**src/rtl/edge_detector_pkg.sv**
```systemverilog
// Shared mode encoding and edge qualification for the multi-channel edge detector.
package edge_detector_pkg;

    typedef logic [1:0] mode_t;

    localparam mode_t MODE_OFF  = 2'b00;
    localparam mode_t MODE_RISE = 2'b01;
    localparam mode_t MODE_FALL = 2'b10;
    localparam mode_t MODE_BOTH = 2'b11;

    // rising = 1 for a 0->1 level update, 0 for a 1->0 update.
    function automatic logic edge_qualifies(input mode_t mode, input logic rising);
        logic q;
        q = 1'b0;
        if (rising) begin
            q = (mode == MODE_RISE) || (mode == MODE_BOTH);
        end else begin
            q = (mode == MODE_FALL) || (mode == MODE_BOTH);
        end
        return q;
    endfunction

endpackage

```
**src/rtl/edge_channel.sv**
```systemverilog
// One input channel: synchroniser, debounce filter, edge qualification and sticky
// pending/overflow flags.
module edge_channel
    import edge_detector_pkg::*;
#(
    parameter int unsigned SYNC_STAGES     = 2,
    parameter int unsigned DEBOUNCE_CYCLES = 4
) (
    input  logic       clk_i,
    input  logic       rst_ni,
    input  logic       signal_i,
    input  logic [1:0] mode_i,
    input  logic       clear_i,
    output logic       level_o,
    output logic       strobe_o,
    output logic       pending_o,
    output logic       overflow_o
);

    localparam int unsigned CntW = $clog2(DEBOUNCE_CYCLES + 1);
    localparam logic [CntW-1:0] CntMax = CntW'(DEBOUNCE_CYCLES);

    logic [SYNC_STAGES-1:0] sync_q, sync_d;
    logic [CntW-1:0]        cnt_q, cnt_d, cnt_inc;
    logic                   level_q, level_d;
    logic                   strobe_q, strobe_d;
    logic                   pending_q, pending_d;
    logic                   overflow_q, overflow_d;
    logic                   synced;
    logic                   update;
    logic                   qualify;

    assign synced  = sync_q[SYNC_STAGES-1];
    assign cnt_inc = cnt_q + CntW'(1);

    always_comb begin
        sync_d     = {sync_q[SYNC_STAGES-2:0], signal_i};
        cnt_d      = '0;
        level_d    = level_q;
        update     = 1'b0;
        if (synced != level_q) begin
            if (cnt_inc == CntMax) begin
                update  = 1'b1;
                level_d = synced;
            end else begin
                cnt_d = cnt_inc;
            end
        end

        qualify    = update && edge_qualifies(mode_t'(mode_i), synced);
        strobe_d   = qualify;

        // A coincident clear loses to the edge for pending but still drops overflow.
        pending_d  = pending_q;
        overflow_d = overflow_q;
        if (qualify && clear_i) begin
            pending_d  = 1'b1;
            overflow_d = 1'b0;
        end else if (qualify && pending_q) begin
            overflow_d = 1'b1;
        end else if (qualify) begin
            pending_d = 1'b1;
        end else if (clear_i) begin
            pending_d  = 1'b0;
            overflow_d = 1'b0;
        end
    end

    always_ff @(posedge clk_i or negedge rst_ni) begin
        if (!rst_ni) begin
            sync_q     <= '0;
            cnt_q      <= '0;
            level_q    <= 1'b0;
            strobe_q   <= 1'b0;
            pending_q  <= 1'b0;
            overflow_q <= 1'b0;
        end else begin
            sync_q     <= sync_d;
            cnt_q      <= cnt_d;
            level_q    <= level_d;
            strobe_q   <= strobe_d;
            pending_q  <= pending_d;
            overflow_q <= overflow_d;
        end
    end

    assign level_o    = level_q;
    assign strobe_o   = strobe_q;
    assign pending_o  = pending_q;
    assign overflow_o = overflow_q;

endmodule

```
**src/rtl/multi_edge_detector.sv**
```systemverilog
// Multi-channel debounced edge detector: independent channels plus a combined
// any-pending flag.
module multi_edge_detector #(
    parameter int unsigned CHANNELS        = 4,
    parameter int unsigned SYNC_STAGES     = 2,
    parameter int unsigned DEBOUNCE_CYCLES = 4
) (
    input  logic                  in_clock,
    input  logic                  in_reset_n,
    input  logic [CHANNELS-1:0]   in_signal,
    input  logic [2*CHANNELS-1:0] in_mode,
    input  logic [CHANNELS-1:0]   in_clear,
    output logic [CHANNELS-1:0]   out_level,
    output logic [CHANNELS-1:0]   out_strobe,
    output logic [CHANNELS-1:0]   out_pending,
    output logic [CHANNELS-1:0]   out_overflow,
    output logic                  out_any
);

    for (genvar g = 0; g < CHANNELS; g++) begin : g_chan
        edge_channel #(
            .SYNC_STAGES     (SYNC_STAGES),
            .DEBOUNCE_CYCLES (DEBOUNCE_CYCLES)
        ) u_chan (
            .clk_i      (in_clock),
            .rst_ni     (in_reset_n),
            .signal_i   (in_signal[g]),
            .mode_i     (in_mode[2*g +: 2]),
            .clear_i    (in_clear[g]),
            .level_o    (out_level[g]),
            .strobe_o   (out_strobe[g]),
            .pending_o  (out_pending[g]),
            .overflow_o (out_overflow[g])
        );
    end

    assign out_any = |out_pending;

endmodule

```
**config.mk**
```make
export PLATFORM = sky130hd
export DESIGN_NAME = multi_edge_detector
export DESIGN_NICKNAME = d
export VERILOG_FILES = /design/src/rtl/edge_detector_pkg.sv /design/src/rtl/edge_channel.sv /design/src/rtl/multi_edge_detector.sv
export SDC_FILE = /design/constraint.sdc
export NUM_CORES = 1
export LEC_CHECK = 0
export ABC_CLOCK_PERIOD_IN_PS = 3000
export CORE_ASPECT_RATIO = 1.2
export CORE_UTILIZATION = 50
export DETAILED_ROUTE_END_ITERATION = 8
export GPL_ROUTABILITY_DRIVEN = 0
export GPL_TIMING_DRIVEN = 0
export PLACE_DENSITY = 0.91
export SLEW_MARGIN = 25
export SYNTH_ARGS = -nofsm -noshare
export SYNTH_HDL_FRONTEND = slang
export SYNTH_HIERARCHICAL = 1
export SYNTH_SLANG_ARGS = --single-unit
```
**constraint.sdc**
```tcl
create_clock -name in_clock -period 3 [get_ports in_clock]
set_input_delay 0.75 -clock in_clock [delete_from_list [all_inputs] [get_ports in_clock]]
set_output_delay 0.75 -clock in_clock [all_outputs]
set_load 0.1 [all_outputs]
```
# --- Yosys cells after proc, flatten, opt, wreduce, memory -nomap -nowiden ---
# Index checks and enable logic that the tools add are counted.
word_totals:
  reg_bits: 36
  input_bits: 18
  out_inout_bits: 17
classes:
  muxes: 48
  add_sub_neg: 4
  n_reduce_logical: 41
  n_eq_ne: 28
op_table:
  columns: ["operator", "n"]
  rows:
  - ["1-bit two-way mux", 40]
  - ["3-bit two-way mux", 8]
  - ["2-bit AND reduction", 12]
  - ["3-bit nonzero test", 8]
  - ["2-bit equality test, second input constant", 8]
  - ["3-bit by 1-bit adder with 3-bit output, second input constant", 4]
  - ["3-bit equality test, second input constant", 4]
  - ["1-bit logical AND", 12]
  - ["3-bit != test, second input constant", 4]
  - ["2-bit by 1-bit equality test with 1-bit output, second input constant", 4]
  - ["1-bit logical OR", 8]
  - ["2-bit by 1-bit != test with 1-bit output, second input constant", 4]
  - ["1-bit != test", 4]
  - ["4-bit OR reduction", 1]

# --- Depth between registers and ports, before layout ---
# Gate-level depths: netlist of run 1.
depth:
  ltp_word: 8
  ltp_mapped: 4
  depth_no_buf: 4

# --- Hierarchy ---
# The synthesis of run 1 kept the hierarchy.
modules_own_cells:
  columns: ["module", "area_per_inst_um2", "cells_each", "seq_area_each_um2", "n_inst"]
  rows:
  - ["edge_channel (g_chan[1].u_chan ...)", 359.1, 27, 225.2, 3]
  - ["edge_channel (g_chan[0].u_chan)", 360.3, 27, 225.2, 1]
  - ["multi_edge_detector", 7.5, 1, 0.0, 1]

# --- Least setup slack after synthesis of run 1 ---
# Ideal clock, no wire load.
synth_path:
  path_type: "register to output"
  start: "register g_chan[1].u_chan.pending_q"
  end: "output out_any"
  required_time_ns: 2.250
  arrival_time_ns: 1.816
  setup_slack_ns: 0.434
  stages_incl_launch_ff: 2
  cell_sequence: "dfrtp_1 or4_1"
synth_between:
  elab_chain_len: 1
synth_rtl:
  columns: ["element", "line", "text"]
  rows:
  - ["from (decl)", "edge_channel.sv:27", "logic pending_q, pending_d;"]
  - ["from (signal assigned)", "edge_channel.sv:82", "pending_q <= pending_d;"]
  - ["4-bit OR reduction", "multi_edge_detector.sv:37", "assign out_any = |out_pending;"]
  - ["to (decl)", "multi_edge_detector.sv:17", "output logic out_any"]
# Every way passes these cells.

# --- Worst setup path after layout of run 1 ---
layout_path:
  start: "register g_chan[1].u_chan.level_q"
  end: "output out_level[1]"
layout_rtl:
  columns: ["element", "line", "text"]
  rows:
  - ["from (decl)", "edge_channel.sv:25", "logic level_q, level_d;"]
  - ["from (signal assigned)", "edge_channel.sv:80", "level_q <= level_d;"]
  - ["to (decl)", "multi_edge_detector.sv:13", "output logic [CHANNELS-1:0] out_level,"]
# No word-level cell between the ends.

==> results of run 1 <==
[layout by cell type, fill, tap and decap left out]
master / netlist / layout
or4_1: 1 / 1
clkbuf_8: 0 / 2
nor3b_1: 4 / 4
and3b_2: 3 / 3
buf_12: 0 / 1
nand2b_1: 4 / 4
nor2_1: 3 / 3
dlygate4sd2_1: 0 / 1
buf_2: 0 / 1
and3b_1: 5 / 5
o21ai_2: 4 / 4
clkdlybuf4s50_1: 0 / 32
nor2b_1: 3 / 3
mux2_2: 3 / 3
inv_1: 16 / 16
nand2_1: 4 / 4
and2_1: 2 / 2
xor2_1: 1 / 1
ha_1: 12 / 12
xnor2_1: 3 / 3
dfrtp_1: 36 / 36
clkbuf_4: 0 / 5
o22ai_1: 4 / 4
mux2_1: 1 / 1
[registers in the layout (all words and copies together) (netlist names)]
name,cells
g_chan.u_chan/sync_q,8
g_chan.u_chan/overflow_o,4
g_chan.u_chan/strobe_o,4
g_chan.u_chan/pending_o,4
g_chan.u_chan/level_o,4
g_chan.u_chan/cnt_q,12
[per-layer routing]
metal,track usage [%],vias to the layer above
li1,-,431
met1,22.1,449
met2,33.3,30
met3,6.77,5
met4,8.33,0
met5,0,-
[layout make-up]
cell class                      instances  area, um2
Tap cell                               34       42.5
Timing Repair Buffer                   35        354
Fill cell                             199        852
Sequential cell                        36        901
Inverter                               16       60.1
Multi-Input combinational cell         57        484
Clock buffer                            7       65.1
[logic make-up after synthesis]
group	synth area share [%]
AO/OA/AOI/OAI	4.16
XOR/XNOR	2.42
adder cells (fa/ha/maj)	10.4
buffers and inverters	4.16
multiplexers	3.12
flip-flops	62.3
AND/OR/NAND/NOR	13.4
[what timing repair did]
action	4_1_cts	5_1_grt
hold buffers	0	0
resized for setup	1	0
endpoints found under the setup margin	1	0
buffers inserted	0	0
[power breakdown]
group          leakage (nW)  switching (mW)  total (mW)  internal [mW]
Clock                0.0374           0.143       0.276          0.133
Sequential            0.467          0.0627       0.634          0.571
Combinational         0.428           0.441       0.638          0.197
Total                 0.933           0.647        1.55          0.901
[path summary, 6_finish.rpt]
path / end / slack [ns] / cells past startpoint
max in group asynchronous: g_chan[3].u_chan/sync_q[1] / 2.32 / 2
min reg2reg: g_chan[3].u_chan/sync_q[1] / 0.36 / 0
min in group in_clock: g_chan[3].u_chan/sync_q[1] / 0.36 / 0
max: out_level[1] / 0.33 / 1
max reg2reg: g_chan[0].u_chan/level_o / 1.72 / 3
min: g_chan[0].u_chan/pending_o / 0.27 / 1
[per-stage QoR]
stage | util [%] | hold WS, ns | instances
finish | 69.1 | 0.266 | 185
global route | 69.1 | 0.256 | 185
CTS | 69.1 | 0.253 | 185
detailed placement | 66.8 | 0.335 | 178
global placement | 66.3 | 0.334 | 177
floorplan | - | 0.331 | 109
==> out/metrics.csv, run 1 <==
stage;metric;value;unit
global_route;grt_max_degree;28;
placed_design;postPlaceCellArea;1840;um2
yosys;synth_cell_type_count;18;
sta;fmax;0.375;GHz
routing;dr_wl_met3;151;um
floorplan;io_pins;35;
sta;fin_tns_setup;0;ns
routing;vias;915;
global_route;grt_pass1_vias;950;
sta;min_period;2.67;ns
yosys;avgSynthCellArea;13.3;um2
global_route;grt_antenna_before_repair;0;
layout;finish.instance_area;1910;um2
worst_setup_path;crit_start;g_chan[1].u_chan/level_o;
run;maxCapViolCount;0;
routing;routed_wl;2510;um
worst_setup_path;crit_chain;clkdlybuf4s50_1;
layout;antennaDiodeCount;0;
worst_setup_path;crit_family;buffers and inverters;
yosys;yosys.area.top_type;dfrtp_1;
routing;drcViolationCount;0;
cts;clock_latency;0.33;ns
worst_setup_path;path_class;register to output pin;
routing;drtPass1Iterations;4;
sta;fin_ws;0.334;ns
worst_setup_path;crit_path_end_kind;output pin;
floorplan;design.core.area;2760;um2
sta;period_share;88.9;%
floorplan;row_count;21;
routing;met2_length;1290;um
sta;finalHoldViolations;0;
yosys;synth_common_cells;dfrtp_1, inv_1, ha_1;
floorplan;dieArea;3110;um2
cts;cts_buffers;5;
routing;drt_iter0_markers;22;
routing;viasPerCell;4.95;
global_route;overflow;0;
cts;cts_tree;done;
yosys;ys.flop_type;dfrtp_1;
sta;fin_skew;0.00352;ns
yosys;synth-edff-count;0;
worst_setup_path;crit_path_top_delay_cell;clkdlybuf4s50_1;
layout;fin_nets;181;
yosys;synth_cells;109;
floorplan;die_w;51.1;um
placed_design;dp_hpwl;1930;um
yosys;synth_most_common_cell;dfrtp_1;
global_route;grt_pass1_wl;4180;um
routing;drt.antenna.violating_nets;0;
cts;clockRootBuffer;clkbuf_4;
sta;rsz0062_at_grt;no;
yosys;postSynth.asyncResetShare;100;%
worst_setup_path;cpPeakStageDelay;1.16;ns
yosys;ys_ff_latch;36;
sta;maxSlewHeadroom;35.0;%
layout;drive_gt1_share;12.6;%
cts;cts_max_level;2;
yosys;synth-warning-count;6;
pwr;vdd_drop_max;689;uV
yosys;ys_seq_area_share;62.3;%
layout;area_growth;31.9;%
pwr;p_total;1.55;mW
yosys;synth.area.top_cells;dfrtp_1, ha_1, inv_1;
placed_design;dp_worst_setup_slack;0.344;ns
worst_setup_path;required;2.25;ns
pwr;leakage;0.933;nW
cts;cts.sinks;36;
routing;wl_met1;1020;um
outcome;status;finished, final reports clean;
cts;clkTransAtPathRegs;0.10;ns
worst_setup_path;crit_arrival;1.92;ns
floorplan;start_util;52.4;%
yosys;synth_top_area_share;62.3;%
yosys;syn-num-nets;139;
sta;setup_viol_count_final;0;
worst_setup_path;timing.rr.start;g_chan[0].u_chan/cnt_q[0];
sta;report.final.slew_viol_count;0;
pwr;p_per_area;812;nW/um2
global_route;grt.total_usage;19.4;%
routing;highest_layer;met4;
hold_path;hp-class;input port to asynchronous set/reset pin;
worst_setup_path;critPathBufInv;1;
routing;avgRoutedWirePerCell;13.6;um
placed_design;port_buffers;34;
worst_setup_path;crit_path_start_kind;register;
worst_setup_path;path_max_fanout;5;
sta;tightestPinTransition;0.972;ns
yosys;syn_area;1450;um2
floorplan;fp.dieH;60.9;um
cts;ctsLongestPathBuffers;2;
No activity file was read; power rests on OpenSTA's default activity.
==> inputs of run 2 (changes only) <==
--- a/config.mk
+++ b/config.mk
@@ -5,7 +5,7 @@
 export SDC_FILE = /design/constraint.sdc
 export NUM_CORES = 1
 export LEC_CHECK = 0
-export ABC_CLOCK_PERIOD_IN_PS = 3000
+export ABC_CLOCK_PERIOD_IN_PS = 3400
 export CORE_ASPECT_RATIO = 1.2
 export CORE_UTILIZATION = 50
 export DETAILED_ROUTE_END_ITERATION = 8
==> constraint.sdc (replaced) <==
create_clock -name in_clock -period 3.4 [get_ports in_clock]
set_input_delay 0.85 -clock in_clock [delete_from_list [all_inputs] [get_ports in_clock]]
set_output_delay 0.85 -clock in_clock [all_outputs]
set_load 0.1 [all_outputs]
==> run 2 against run 1 <==
First-iteration DRC count did not move. Design area hardly changed. Sequential power is 12% lower. Hold slack improved by 0.089 ns. Global-route usage did not move. Cell count did not move. Total power fell by 12%. Sequential share of layout area about the same. Largest cell class unchanged.
==> out/metrics.csv, run 2 (synthesis gave the netlist of run 1 again) <==
stage;metric;value;unit;change
global_route;grt_pass1_vias;950;;unchanged
sta;setup_viol_count_final;0;;unchanged
layout;final_cell_mix;dfrtp_1, clkdlybuf4s50_1, inv_1;;unchanged
cts;clkTransAtPathRegs;0.10;ns;about the same
placed_design;dp_hpwl;1930;um;unchanged
cts;post_cts_resized;0;;was 1
worst_setup_path;r2r_end;g_chan[0].u_chan/level_o;;unchanged
pwr;leakage;0.929;nW;was 0.933 nW
routing;drt_iter0_markers;22;;unchanged
global_route;grt_max_degree;28;;unchanged
global_route;overflow;0;;unchanged
sta;min_period;3.11;ns;
layout;layout_commonest_cell;dfrtp_1;;unchanged
layout;area_growth;32.0;%;was 31.9%
sta;period_share;91.4;%;
sta;maxSlewHeadroom;35.0;%;about the same
cts;ctsLongestPathBuffers;2;;unchanged
floorplan;design.core.area;2760;um2;unchanged
pwr;vdd_drop_max;608;uV;was 689 uV
cts;cts_buffers;5;;unchanged
floorplan;dieArea;3110;um2;unchanged
sta;report.final.slew_viol_count;0;;unchanged
worst_setup_path;ff2ff_path_depth;3;;unchanged
floorplan;die_w;51.1;um;unchanged
cts;cts_tree;done;;unchanged
sta;finalHoldViolations;0;;unchanged
worst_setup_path;timing.rr.start;g_chan[0].u_chan/cnt_q[0];;unchanged
worst_setup_path;cpPeakStageDelay;0.99;ns;was 1.16 ns
worst_setup_path;crit_chain;or4_1, clkdlybuf4s50_1;;was clkdlybuf4s50_1
cts;cts_max_level;2;;unchanged
worst_setup_path;crit_path_top_delay_cell;clkdlybuf4s50_1;;unchanged
sta;fmax;0.322;GHz;
cts;cts.sinks;36;;unchanged
worst_setup_path;critPathBufInv;1;;unchanged
cts;clock_latency;0.33;ns;about the same
outcome;status;finished, final reports clean;;unchanged
sta;tightestPinTransition;0.971;ns;was 0.972 ns
worst_setup_path;crit_path_end_kind;output pin;;unchanged
pwr;p_per_area;718;nW/um2;was 812 nW/um2
routing;viasPerCell;4.95;;unchanged
layout;biggestRegsByFlops;g_chan.u_chan/cnt_q (12), g_chan.u_chan/sync_q (8);;unchanged
worst_setup_path;r2r_setup_slack;2.12;ns;was 1.72 ns
global_route;grt.total_usage;19.4;%;unchanged
worst_setup_path;path_class;register to output pin;;unchanged
sta;rsz0062_at_grt;no;;unchanged
layout;fin_nets;181;;unchanged
worst_setup_path;crit_family;buffers and inverters;;unchanged
placed_design;dp_worst_setup_slack;0.644;ns;was 0.344 ns
layout;fin_util;69.2;%;was 69.1%
hold_path;hold_path_depth;0;;
routing;drcViolationCount;0;;unchanged
placed_design;port_buffers;34;;unchanged
layout;top_register;g_chan.u_chan/cnt_q;;unchanged
cts;post_cts_buffers;0;;unchanged
cts;ctsHoldBuffers;0;;unchanged
routing;drt.antenna.violating_nets;0;;unchanged
worst_setup_path;crit_arrival;2.26;ns;was 1.92 ns
hold_path;hp-start;g_chan[3].u_chan/sync_q[0];;
routing;avgRoutedWirePerCell;13.6;um;unchanged
worst_setup_path;crit_path_start_kind;register;;unchanged
layout;drive_gt1_share;12.6;%;unchanged
worst_setup_path;path_max_fanout;3;;was 5
floorplan;row_count;21;;unchanged
layout;antennaDiodeCount;0;;unchanged
floorplan;fp.dieH;60.9;um;unchanged
sta;fin_skew;0.00352;ns;unchanged
sta;fin_ws;0.292;ns;was 0.334 ns
floorplan;start_util;52.4;%;unchanged
routing;routed_wl;2510;um;unchanged
layout;largest_reg_flops;12;;unchanged
run;maxCapViolCount;0;;unchanged
global_route;grt_antenna_before_repair;0;;unchanged
global_route;grt_pass1_wl;4180;um;unchanged
hold_path;hold_end;g_chan[3].u_chan/sync_q[1];;
floorplan;io_pins;35;;unchanged
worst_setup_path;required;2.55;ns;was 2.25 ns
routing;drtPass1Iterations;4;;unchanged
sta;fin_tns_setup;0;ns;unchanged
cts;clockRootBuffer;clkbuf_4;;unchanged
hold_path;hp-class;register to register;;was input port to asynchronous set/reset pin
routing;vias;915;;unchanged
[run 2: cell count changes in the layout (fill, tap and decap cells not counted)]
cell and delta:
clkdlybuf4s50_1 +1, dlygate4sd2_1 -1
[run 2: cell type report]
| type | count | area [um2] |
|---|---|---|
| sequential | 36 | 901 |
| fill | 200 | 851 |
| multi-input combinational | 57 | 484 |
| timing repair buffer | 35 | 355 |
| clock buffer | 7 | 65.1 |
| inverter | 16 | 60.1 |
| tap | 34 | 42.5 |
[run 2: worst max path at each step]
stage / startpoint / to / slack (ns) / cells after the start
final: g_chan[0].u_chan/pending_o / out_any / 0.29 / 2
after global routing: g_chan[0].u_chan/pending_o / out_any / 0.23 / 2
after CTS: g_chan[0].u_chan/pending_o / out_any / 0.26 / 2
after detailed placement: g_chan[0].u_chan/pending_o / out_any / 0.64 / 2
after global placement: g_chan[0].u_chan/pending_o / out_any / 0.69 / 2
after floorplan: g_chan[1].u_chan/pending_o / out_any / 0.73 / 1
[run 2: worst reg2reg max path: stages (launching register included)]
cell     delay (ns)
dfrtp_1        0.39
ha_1           0.22
ha_1           0.24
mux2_1         0.32
[run 2: report_power, final]
| part | internal (mW) | switching, mW |
|---|---|---|
| sequential | 0.504 | 0.0554 |
| clock | 0.117 | 0.126 |
| combinational | 0.178 | 0.390 |
[run 2: per-layer routing]
layer  vias to the layer above  GRT usage [%]  share of wire [%]
met1                       449           22.1                 41
met5                         -              0                  0
li1                        431              -                  -
met4                         0           8.33                1.6
met2                        30           33.3                 52
met3                         5           6.77                6.0
[run 2: stage by stage]
stage | area [um2] | hold slack (ns) | instances | power, mW
floorplan | 1450 | 0.331 | 109 | 0.988
global placement | 1830 | 0.334 | 177 | 1.11
detailed placement | 1840 | 0.335 | 178 | 1.14
CTS | 1910 | 0.353 | 185 | 1.39
global route | 1910 | 0.356 | 185 | 1.44
finish | 1910 | 0.355 | 185 | 1.37
